File: config.mk
export PLATFORM = sky130hd
export DESIGN_NAME = f2d_reg
export DESIGN_NICKNAME = d
export VERILOG_FILES = /design/src/rtl/f2d_reg.sv
export SDC_FILE = /design/constraint.sdc
export NUM_CORES = 1
export LEC_CHECK = 0
export CAP_MARGIN = 30
export CELL_PAD_IN_SITES_DETAIL_PLACEMENT = 0
export CELL_PAD_IN_SITES_GLOBAL_PLACEMENT = 1
export CORE_UTILIZATION = 33
export DETAILED_ROUTE_END_ITERATION = 10
export PLACE_DENSITY_LB_ADDON = 0.1
export SKIP_CTS_REPAIR_TIMING = 1
export SLEW_MARGIN = 25
export SYNTH_ARGS = -nofsm -noshare
export SYNTH_HDL_FRONTEND = slang
export SYNTH_SLANG_ARGS = --single-unit
File: constraint.sdc
create_clock -name clk -period 5.4 [get_ports clk]
set_clock_uncertainty 0.2 [all_clocks]
set_input_delay 1.62 -clock clk [delete_from_list [all_inputs] [get_ports clk]]
set_output_delay 1.62 -clock clk [all_outputs]
set_load 0.02 [all_outputs]
File: src/rtl/f2d_reg.sv
// ---------------------------------------------------------------------------
// f2d_reg -- fetch-to-decode pipeline register
//
// This register sits between the program counter and instruction memory on
// one side and the decode stage on the other. It captures the fetched PC and
// instruction word and turns a bad fetch address into an exception code. It
// carries the branch-delay-slot flag forward and supports two controls:
// hold, which stalls the register, and flush, which is used for exceptions
// and interrupts. It also counts the good fetches it retires, which is
// useful during bring-up.
//
// Ports
//   clk          in   clock; all state changes on the rising edge
//   reset        in   synchronous, active-high reset
//   stall        in   hold every register (hazard unit)
//   req          in   exception/interrupt flush from CP0; beats stall
//   f_pc         in   [31:0] PC of the instruction in fetch
//   f_instr      in   [31:0] instruction word read at f_pc
//   f_bd         in   fetched instruction sits in a delay slot
//   d_pc         out  [31:0] registered PC for decode
//   d_instr      out  [31:0] registered instruction (0 = nop on bubble/fault)
//   d_exccode    out  [4:0]  registered exception code (0 = none)
//   d_bd         out  registered delay-slot flag
//   d_valid      out  1 = real fetched slot (faults included), 0 = bubble
//   fetch_count  out  [31:0] valid, non-faulting loads so far (wraps)
//
// Parameters
//   COUNT_RESET sets the value fetch_count takes on reset. It defaults to 0.
//   A bring-up build can preload it to exercise the counter wrap.
// ---------------------------------------------------------------------------
module f2d_reg #(
    parameter logic [31:0] PC_RESET    = 32'h0000_3000,
    parameter logic [31:0] PC_HANDLER  = 32'h0000_4180,
    parameter logic [31:0] IM_BASE     = 32'h0000_3000,
    parameter logic [31:0] IM_LAST     = 32'h0000_6FFC,
    parameter logic [4:0]  EXC_ADEL    = 5'd4,
    parameter logic [31:0] COUNT_RESET = 32'h0000_0000
) (
    input  logic        clk,
    input  logic        reset,
    input  logic        stall,
    input  logic        req,
    input  logic [31:0] f_pc,
    input  logic [31:0] f_instr,
    input  logic        f_bd,
    output logic [31:0] d_pc,
    output logic [31:0] d_instr,
    output logic [4:0]  d_exccode,
    output logic        d_bd,
    output logic        d_valid,
    output logic [31:0] fetch_count
);

    // A fetch faults when it is misaligned or falls outside the instruction
    // memory window. All compares are 32-bit unsigned.
    logic fault;

    always_comb begin
        fault = (f_pc[1:0] != 2'b00) || (f_pc < IM_BASE) || (f_pc > IM_LAST);
    end

    // Update priority: reset > req (flush) > stall (hold) > load.
    always_ff @(posedge clk) begin
        // NOTE: all state here uses non-blocking assignments. Every register
        // then samples values from before the edge, which removes any
        // evaluation-order race with the neighbouring pipeline stages.
        if (reset) begin
            d_pc        <= PC_RESET;
            d_instr     <= 32'h0;
            d_exccode   <= 5'd0;
            d_bd        <= 1'b0;
            d_valid     <= 1'b0;
            fetch_count <= COUNT_RESET;
        end else if (req) begin
            // Flush: insert a bubble and point decode at the handler.
            // The retired-fetch count is left alone.
            d_pc      <= PC_HANDLER;
            d_instr   <= 32'h0;
            d_exccode <= 5'd0;
            d_bd      <= 1'b0;
            d_valid   <= 1'b0;
        end else if (!stall) begin
            // A faulting slot stays valid so that CP0 can take d_pc as the
            // EPC. The instruction is replaced by a nop.
            d_pc    <= f_pc;
            d_bd    <= f_bd;
            d_valid <= 1'b1;
            if (fault) begin
                d_instr   <= 32'h0;
                d_exccode <= EXC_ADEL;
            end else begin
                d_instr     <= f_instr;
                d_exccode   <= 5'd0;
                fetch_count <= fetch_count + 32'd1;
            end
        end
        // NOTE: if no branch assigns a register, it keeps its value. Inside a
        // clocked block this acts as a clock enable, so no latch is inferred.
    end

endmodule

==> summary.md, run 1 <==
| Metric | Value |
|---|---|
| Outcome | `finished, final reports clean` |
| Arrival time at the worst endpoint | `4340 ps` |
| GP Congestion | `0.774` |
| Min Tclk post-route | `4300 ps` |
| Crit path required time | `5430 ps` |
| Io pins | `172` |
| DRC viols | `0` |
| Clock Sinks | `99` |
| Total Wirelength | `11,600 µm` |
| RSZ-0062 raised after global routing | `false` |
| Crit share post-route | `0.797` |
| Layout overhead on the synthesized area | `50.4%` |
| Compound-Gate Fraction of Synth Area | `0.0860` |
| Gr ovfl total | `0` |
| Final Setup Violations | `0` |
| Crit-path max cell delay | `860 ps` |
| Total track usage | `0.185` |
| Pwr/cell area | `254 mW/mm²` |
| Clock Latency Late Sink | `340 ps` |
| Cells after Synth | `441` |
| WL/cell | `15.2 µm` |
| XOR/XNOR Fraction of Synth Area | `0.0300` |
| Most common cell after layout, fill and taps aside | `clkdlybuf4s50_1` |
| CP cell instances | `clkdlybuf4s50_1 -> nor4_1 -> o211ai_1 -> or4_1 -> nor4_1 -> mux2_2` |
| Total CTS buffers | `9` |
| Die height | `113 µm` |
| P_leak | `2.17 nW` |
| Worst Tran Pin Value | `918 ps` |
| HPWL Detailed | `8000 µm` |
| Layout cells sized above 1 | `0.0720` |
| Initial antenna violation count | `0` |
| Root cell of the clock tree | `clkbuf_16` |
| Post-DRT Antenna Nets | `0` |
| Final Max Slew Viols | `0` |
| CTS H-tree depth | `3` |
| Flops & latches, synth | `99` |
| Synthesized-area fraction occupied by and/or/nand/nor cells | `0.243` |
| Reg clk slew, reported paths | `70 ps` |
| Yosys cell types | `44` |
| Max-cap viol count | `0` |
| Most common cell on crit path | `nor4_1` |
| CP bufs+invs | `1` |
| Multiplexer area fraction after synthesis | `0.106` |
| Startpoint Class | `primary input` |
| FILL cells | `1,170` |
| IO buf count | `167` |
| Rel. slew slack | `0.388` |
| Core Box Area | `0.0121 mm²` |
| Avg Vias per Cell | `4.86` |
| Die Width | `113 µm` |
| CP max FO | `19` |
| Min-Delay Path Class | `register to register` |
| Vias in the first global route | `3,602` |
| Crit Path Class | `primary input to register` |
| Worst path depth | `6` |
| Initial DRC count | `218` |
| CP max-delay cell | `or4_1` |
| Die footprint | `0.0128 mm²` |
| Std cell rows | `40` |
| Antenna diodes | `0` |
| Mapped Area | `0.00409 mm²` |
| Largest family of logic cells by synthesized area | `simple AND/OR/NAND/NOR gates` |
| WHS Path Cells | `2` |
| CTS tree | `built` |
| Max Freq | `232 MHz` |
| R2r worst-path depth | `6` |
| Largest net degree at the start of global routing | `71` |
| Hold Fails Final Rpt | `0` |
| Final hold slack | `259 ps` |
| Peak supply drop | `0.000105 V` |
| Setup TNS | `0 ps` |
| Crit end category | `register` |
| Register area share after synthesis | `0.485` |
| Detailed-router iteration count before antenna repair | `4` |
| Most frequent cells in the layout | `165 x clkdlybuf4s50_1, 99 x dfxtp_1, 93 x nor2_1` |
| Mean Syn Cell Area | `9.27 µm²` |
| Ys Warns | `0` |
| Initial Utilization | `0.339` |
| Adder-Cell Fraction of Synth Area | `0.00306` |
| Nets | `662` |
| First-pass GRT wire length | `18,600 µm` |
| Critical path's top delay family | `simple AND/OR/NAND/NOR gates` |
| Power Total | `1.57 mW` |
| CTS max path bufs | `2` |
| Routed vias | `3,721` |
registers in the layout (all words and copies together) (netlist names):
name         flops
d_bd             1
d_exccode        1
d_instr         32
d_pc            32
d_valid          1
fetch_count     32
Yosys cell counts, drive strengths merged:
master | number | area (µm²)
nand3 | 9 | 45.0
nand2b | 1 | 6.26
inv | 5 | 18.8
nor4b | 1 | 8.76
dfxtp | 99 | 1980
nand2 | 12 | 45.0
and2 | 1 | 6.26
nor2 | 94 | 353
a22oi | 32 | 240
buf | 12 | 83.8
o211ai | 1 | 7.51
nand4 | 11 | 81.3
o31ai | 2 | 15.0
nor3 | 7 | 35.0
mux2 | 11 | 124
mux2i | 31 | 310
or4b | 1 | 10.0
a21boi | 1 | 7.51
and3 | 2 | 12.5
and4 | 3 | 27.5
nand3b | 1 | 7.51
a21oi | 4 | 20.0
or2 | 1 | 6.26
xnor2 | 14 | 123
or4 | 11 | 87.6
a31o | 1 | 8.76
nor2b | 14 | 87.6
and2b | 1 | 7.51
o21bai | 2 | 15.0
ha | 1 | 12.5
a211oi | 3 | 22.5
conb | 1 | 3.75
o21ai | 3 | 15.0
nor4 | 24 | 156
clkbuf | 23 | 86.3
and3b | 1 | 8.76
per-layer routing:
| layer | GRT usage | share of wire |
|---|---|---|
| met2 | 0.301 | 0.47 |
| met1 | 0.240 | 0.47 |
| met5 | 0 | 0 |
| met4 | 0.0798 | 0.016 |
| met3 | 0.0343 | 0.049 |
worst register-to-register path, stage by stage (launching register included):
cell and delay, ps:
dfxtp_1 440, ha_1 200, and2_0 330, nand2_1 90, or4_2 710, nor4_1 360
mux2_2 370
cell families after synthesis:
group           after synthesis
fa+ha+maj                     1
flops                        99
buf+inv                      40
other cells                   1
compound gates               49
mux                          42
simple gates                195
xor+xnor                     14
stage by stage:
step / cell area, µm² / util / setup WS [ps] / instances
final: 6150 / 0.510 / 1100 / 765
after detailed placement: 5840 / 0.484 / 746 / 749
after global placement: 5840 / 0.484 / 825 / 749
after global routing: 6150 / 0.510 / 927 / 765
after floorplan: 4100 / - / 1580 / 444
after CTS: 6150 / 0.510 / 1110 / 765
layout make-up:
class,count,area [µm²],area share
flip-flops and latches,99,1980,0.322
inverters,5,18.8,0.00305
clock buffers,10,229,0.0372
clock inverters,6,80.1,0.0130
multi-input cells,305,1930,0.314
well taps,168,210,0.0342
repair buffers,172,1700,0.276
worst paths after layout:
path	start	end	slack [ps]
worst max-delay path	f_pc[0]	fetch_count[30]$_SDFFE_PP0P_	1100
worst min-delay path	d_valid$_SDFFE_PP0N_	d_valid$_SDFFE_PP0N_	260
worst max register to register	fetch_count[0]$_SDFFE_PP0P_	fetch_count[30]$_SDFFE_PP0P_	2590
worst min register to register	d_valid$_SDFFE_PP0N_	d_valid$_SDFFE_PP0N_	260
where the power goes:
group / switching [mW] / internal (mW) / total (mW)
clock: 0.275 / 0.403 / 0.678
combinational: 0.0650 / 0.0769 / 0.142
sequential: 0.00508 / 0.740 / 0.745
total: 0.345 / 1.22 / 1.57
No activity file was read; power rests on OpenSTA's default activity.
==> run 2, diff against run 1 <==
- CORE_UTILIZATION: 33 -> 31
- clock period: 5.4 -> 4.25 ns (I/O delays scaled with it)
==> run 2 against run 1 <==
Non-clock buffer count rose by 4; final area rose by 0.59%; global-route usage decreased by 1.9 points; largest cell class unchanged; total power grew 27%; register-to-register slack worse by 1100 ps; cell count up 1.0%; sequential share of layout area is 0.19 points lower; worst setup slack worse by 510 ps; routed wire length is 1.3% lower.
==> summary.md, run 2 (synthesized netlist as in run 1, its figures left out) <==
| Metric | Value |
|---|---|
| Largest regs | `d_instr (32), d_pc (32), fetch_count (32)` |
| Crit Path Class | `primary input to register` |
| Arrival time at the worst endpoint | `3700 ps` |
| Most frequent cells in the layout | `165 x clkdlybuf4s50_1, 99 x dfxtp_1, 93 x nor2_1` |
| Final hold slack | `259 ps` |
| Min Tclk post-route | `3670 ps` |
| IO buf count | `167` |
| R2R Setup Slk | `1500 ps` |
| GP Congestion | `0.740` |
| Total Wirelength | `11,500 µm` |
| WHS Path Cells | `2` |
| Crit share post-route | `0.863` |
| Die height | `117 µm` |
| Core Box Area | `0.0127 mm²` |
| Crit end category | `register` |
| CTS tree | `built` |
| Initial DRC count | `157` |
| CP max-delay cell | `or4_1` |
| Final Setup Violations | `0` |
| CP max FO | `19` |
| Root cell of the clock tree | `clkbuf_16` |
| Clock Latency Late Sink | `340 ps` |
| Most common cell on crit path | `nor4_1` |
| Peak supply drop | `0.000213 V` |
| Layout overhead on the synthesized area | `51.3%` |
| Avg Vias per Cell | `4.80` |
| Max-cap viol count | `0` |
| Post-Place Setup Slack | `191 ps` |
| First-pass GRT wire length | `17,400 µm` |
| Met2 usage | `0.259` |
| Total track usage | `0.166` |
| Crit-path max cell delay | `540 ps` |
| Reg clk slew, reported paths | `60 ps` |
| Total CTS buffers | `9` |
| R2r worst-path depth | `6` |
| Crit path required time | `4280 ps` |
| Post-DRT Antenna Nets | `0` |
| Hold path endpoint | `d_valid$_SDFFE_PP0N_` |
| Min-Delay Path Class | `register to register` |
| Max Freq | `273 MHz` |
| Final WS setup | `583 ps` |
| Gr ovfl total | `0` |
| Final Max Slew Viols | `0` |
| Hold path start | `d_valid$_SDFFE_PP0N_` |
| CP cell instances | `clkdlybuf4s50_1 -> nor4_1 -> o211ai_1 -> or4_1 -> buf_4 -> nor4_1 -> mux2_2` |
| Die Width | `117 µm` |
| Antenna diodes | `0` |
| Most common cell after layout, fill and taps aside | `clkdlybuf4s50_1` |
| Clock Sinks | `99` |
| Final cell count without fillers | `773` |
| Pwr/cell area | `322 mW/mm²` |
| DRC viols | `0` |
| Outcome | `finished, final reports clean` |
| CTS H-tree depth | `3` |
| CTS max path bufs | `2` |
| Met1 usage | `0.217` |
| P_leak | `2.18 nW` |
| Startpoint Class | `primary input` |
| RSZ-0062 raised after global routing | `false` |
| FILL cells | `1,300` |
| Hold Fails Final Rpt | `0` |
| Vias in the first global route | `3,373` |
| Largest net degree at the start of global routing | `71` |
| GRT Max-Usage Layer | `met2` |
| Initial Utilization | `0.321` |
| WL/cell | `14.8 µm` |
| Io pins | `172` |
| Nets | `666` |
| Worst Tran Pin Value | `907 ps` |
| Layout cells sized above 1 | `0.0765` |
| Setup TNS | `0 ps` |
| Detailed-router iteration count before antenna repair | `5` |
| Met3 usage | `0.0396` |
| FF-to-FF End | `fetch_count[28]$_SDFFE_PP0P_` |
| Routed vias | `3,710` |
| Initial antenna violation count | `0` |
| Reg2reg start | `fetch_count[0]$_SDFFE_PP0P_` |
| HPWL Detailed | `8160 µm` |
| Std cell rows | `41` |
| Die footprint | `0.0136 mm²` |
| Cell Count Post-Placement | `757` |
| Rel. slew slack | `0.395` |
==> run 2: changes by cell type in the layout (fill, tap and decap cells not counted), sizes merged <==
cell | before | now
clkinv | 4 | 2
buf | 7 | 11
clkinvlp | 0 | 1
clkbuf | 10 | 11
==> run 2: layer usage <==
metal	vias up	part of all wire
li1	1868	-
met1	1693	0.46
met2	132	0.44
met3	17	0.078
met4	0	0.025
met5	-	0
==> run 2: area by class of cell <==
type                            count  area (µm²)  area share
Sequential cell                    99        1980       0.320
Tap cell                          172         215      0.0348
Clock buffer                       11         233      0.0376
Clock inverter                      5        77.6      0.0125
Inverter                            5        18.8     0.00303
Timing Repair Buffer              176        1730       0.280
Multi-Input combinational cell    305        1930       0.312
==> run 2: critical path: cells and delay by family <==
family,cells,cell delay [ps]
compound gates,1,210
buf+inv,2,630
simple gates,3,1210
mux,1,370
==> run 2: where the power goes <==
group | switching, mW | total (mW) | internal [mW]
combinational | 0.0826 | 0.181 | 0.0988
clock | 0.351 | 0.865 | 0.514
sequential | 0.00617 | 0.947 | 0.941
==> run 2: how the worst max path moves through the flow <==
| stage | from | endpoint | slack [ps] | depth (start not counted) |
|---|---|---|---|---|
| 2_1_floorplan | stall | fetch_count[20]$_SDFFE_PP0P_ | 770 | 8 |
| 3_3_place_gp | f_pc[14] | fetch_count[25]$_SDFFE_PP0P_ | 210 | 7 |
| 3_5_place_dp | f_pc[21] | fetch_count[29]$_SDFFE_PP0P_ | 190 | 7 |
| 4_1_cts | f_pc[21] | fetch_count[29]$_SDFFE_PP0P_ | 560 | 7 |
| 5_1_grt | f_pc[31] | fetch_count[24]$_SDFFE_PP0P_ | 390 | 7 |
| 6_report | f_pc[0] | fetch_count[29]$_SDFFE_PP0P_ | 580 | 7 |
==> run 2: metrics by stage <==
| step | instance area, µm² | total power, mW | utilization |
|---|---|---|---|
| 2_1_floorplan | 4100 | 1.05 | - |
| 3_3_place_gp | 5880 | 1.15 | 0.462 |
| 3_5_place_dp | 5880 | 1.15 | 0.462 |
| 4_1_cts | 6190 | 2.02 | 0.486 |
| 5_1_grt | 6190 | 2.08 | 0.486 |
| 6_report | 6190 | 1.99 | 0.486 |
==> run 3, diff against run 2 <==
- PLACE_DENSITY: not set -> 0.78
- PLACE_DENSITY_LB_ADDON: 0.1 -> not set
==> run 3 against run 2 <==
Routed wire length grew 0.93%; die area stayed put; first-iteration DRC count fell by 1.3%; final area barely moved; register-to-register slack worse by 20 ps; clock power fell by 4.4%.
==> summary.md, run 3 (synthesized netlist as in run 1, its figures left out) <==
| Metric | Value |
|---|---|
| Pwr/cell area | `316 mW/mm²` |
| Root cell of the clock tree | `clkbuf_16` |
| DRC viols | `0` |
| Power Total | `1.96 mW` |
| Initial Utilization | `0.321` |
| Crit Path Class | `primary input to register` |
| CTS max path bufs | `2` |
| Crit path required time | `4290 ps` |
| Antenna diodes | `0` |
| WL/cell | `15.0 µm` |
| Post-DRT Antenna Nets | `0` |
| Crit share post-route | `0.877` |
| Detailed-router iteration count before antenna repair | `4` |
| Max Freq | `268 MHz` |
| Worst Tran Pin Value | `907 ps` |
| Max-cap viol count | `0` |
| Die footprint | `0.0136 mm²` |
| Final cell count without fillers | `772` |
| Total CTS buffers | `9` |
| Die Width | `117 µm` |
| Crit end category | `register` |
| CTS H-tree depth | `3` |
| Most frequent cells in the layout | `165 x clkdlybuf4s50_1, 99 x dfxtp_1, 93 x nor2_1` |
| Std cell rows | `41` |
| GP Congestion | `0.749` |
| Min Tclk post-route | `3730 ps` |
| Final hold slack | `266 ps` |
| Clock Sinks | `99` |
| Layout cells sized above 1 | `0.0783` |
| HPWL Detailed | `8230 µm` |
| Arrival time at the worst endpoint | `3770 ps` |
| Io pins | `172` |
| Routed vias | `3,775` |
| CP max FO | `19` |
| Setup TNS | `0 ps` |
| RSZ-0062 raised after global routing | `false` |
| Vias in the first global route | `3,496` |
| CTS tree | `built` |
| IO buf count | `167` |
| Hold Fails Final Rpt | `0` |
| WHS Path Cells | `2` |
| Clock Latency Late Sink | `350 ps` |
| Peak supply drop | `0.000150 V` |
| Rel. slew slack | `0.395` |
| Cell Count Post-Placement | `756` |
| Largest net degree at the start of global routing | `71` |
| Initial antenna violation count | `0` |
| Startpoint Class | `primary input` |
| Reg clk slew, reported paths | `70 ps` |
| Min-Delay Path Class | `register to register` |
| Most common cell after layout, fill and taps aside | `clkdlybuf4s50_1` |
| Avg Vias per Cell | `4.89` |
| P_leak | `2.17 nW` |
| Initial DRC count | `155` |
| Final Max Slew Viols | `0` |
| First-pass GRT wire length | `17,700 µm` |
| Gr ovfl total | `0` |
| Total Wirelength | `11,600 µm` |
| Nets | `665` |
| Die height | `117 µm` |
| Largest regs | `d_instr (32), d_pc (32), fetch_count (32)` |
| R2r worst-path depth | `6` |
| Layout overhead on the synthesized area | `51.2%` |
| Core Box Area | `0.0127 mm²` |
| Total track usage | `0.169` |
| Outcome | `finished, final reports clean` |
| Final Setup Violations | `0` |
==> run 3: cell count changes in the layout (fill, tap and decap cells not counted) <==
cell	delta
clkinv_2	-1
clkinv_4	+1
bufinv_16	-1
buf_12	+1
clkinvlp_4	+1
clkbuf_1	-2
buf_4	-2
inv_6	+2
==> run 3: per-stage QoR <==
stage / setup slack, ps / cell area (µm²) / util
3_5_place_dp: 98.3 / 5880 / 0.462
6_report: 524 / 6180 / 0.486
2_1_floorplan: 770 / 4100 / -
3_3_place_gp: 153 / 5880 / 0.462
5_1_grt: 335 / 6180 / 0.486
4_1_cts: 461 / 6180 / 0.486
==> run 3: cell type report <==
type / count / area (µm²)
Fill cell: 1249 / 6540
Inverter: 5 / 18.8
Tap cell: 172 / 215
Sequential cell: 99 / 1980
Clock buffer: 9 / 225
Timing Repair Buffer: 175 / 1730
Multi-Input combinational cell: 305 / 1930
Clock inverter: 7 / 76.3
==> run 3: final timing paths <==
kind	start	to	slack (ps)
min	d_valid$_SDFFE_PP0N_	d_valid$_SDFFE_PP0N_	270
min reg2reg	d_valid$_SDFFE_PP0N_	d_valid$_SDFFE_PP0N_	270
max	f_pc[17]	fetch_count[29]$_SDFFE_PP0P_	520
max reg2reg	fetch_count[0]$_SDFFE_PP0P_	fetch_count[26]$_SDFFE_PP0P_	1480
==> run 3: routing by layer <==
layer / global-route usage / wire length (µm) / vias to the layer above
li1: - / - / 1860
met1: 0.215 / 5160 / 1771
met2: 0.271 / 5350 / 130
met3: 0.0438 / 853 / 14
met4: 0.0759 / 215 / 0
met5: 0 / 0 / -
==> run 3: power breakdown <==
group,internal [mW],leakage (nW),switching [mW]
combinational,0.0994,1.23,0.0825
clock,0.460,0.142,0.367
sequential,0.940,0.802,0.00674
total,1.50,2.17,0.456
==> run 3: critical path: stages <==
cell	delay (ps)
clkdlybuf4s50_1	420
nor4_1	440
nand2_1	160
or4_1	530
buf_4	210
nor4_1	350
mux2_2	380
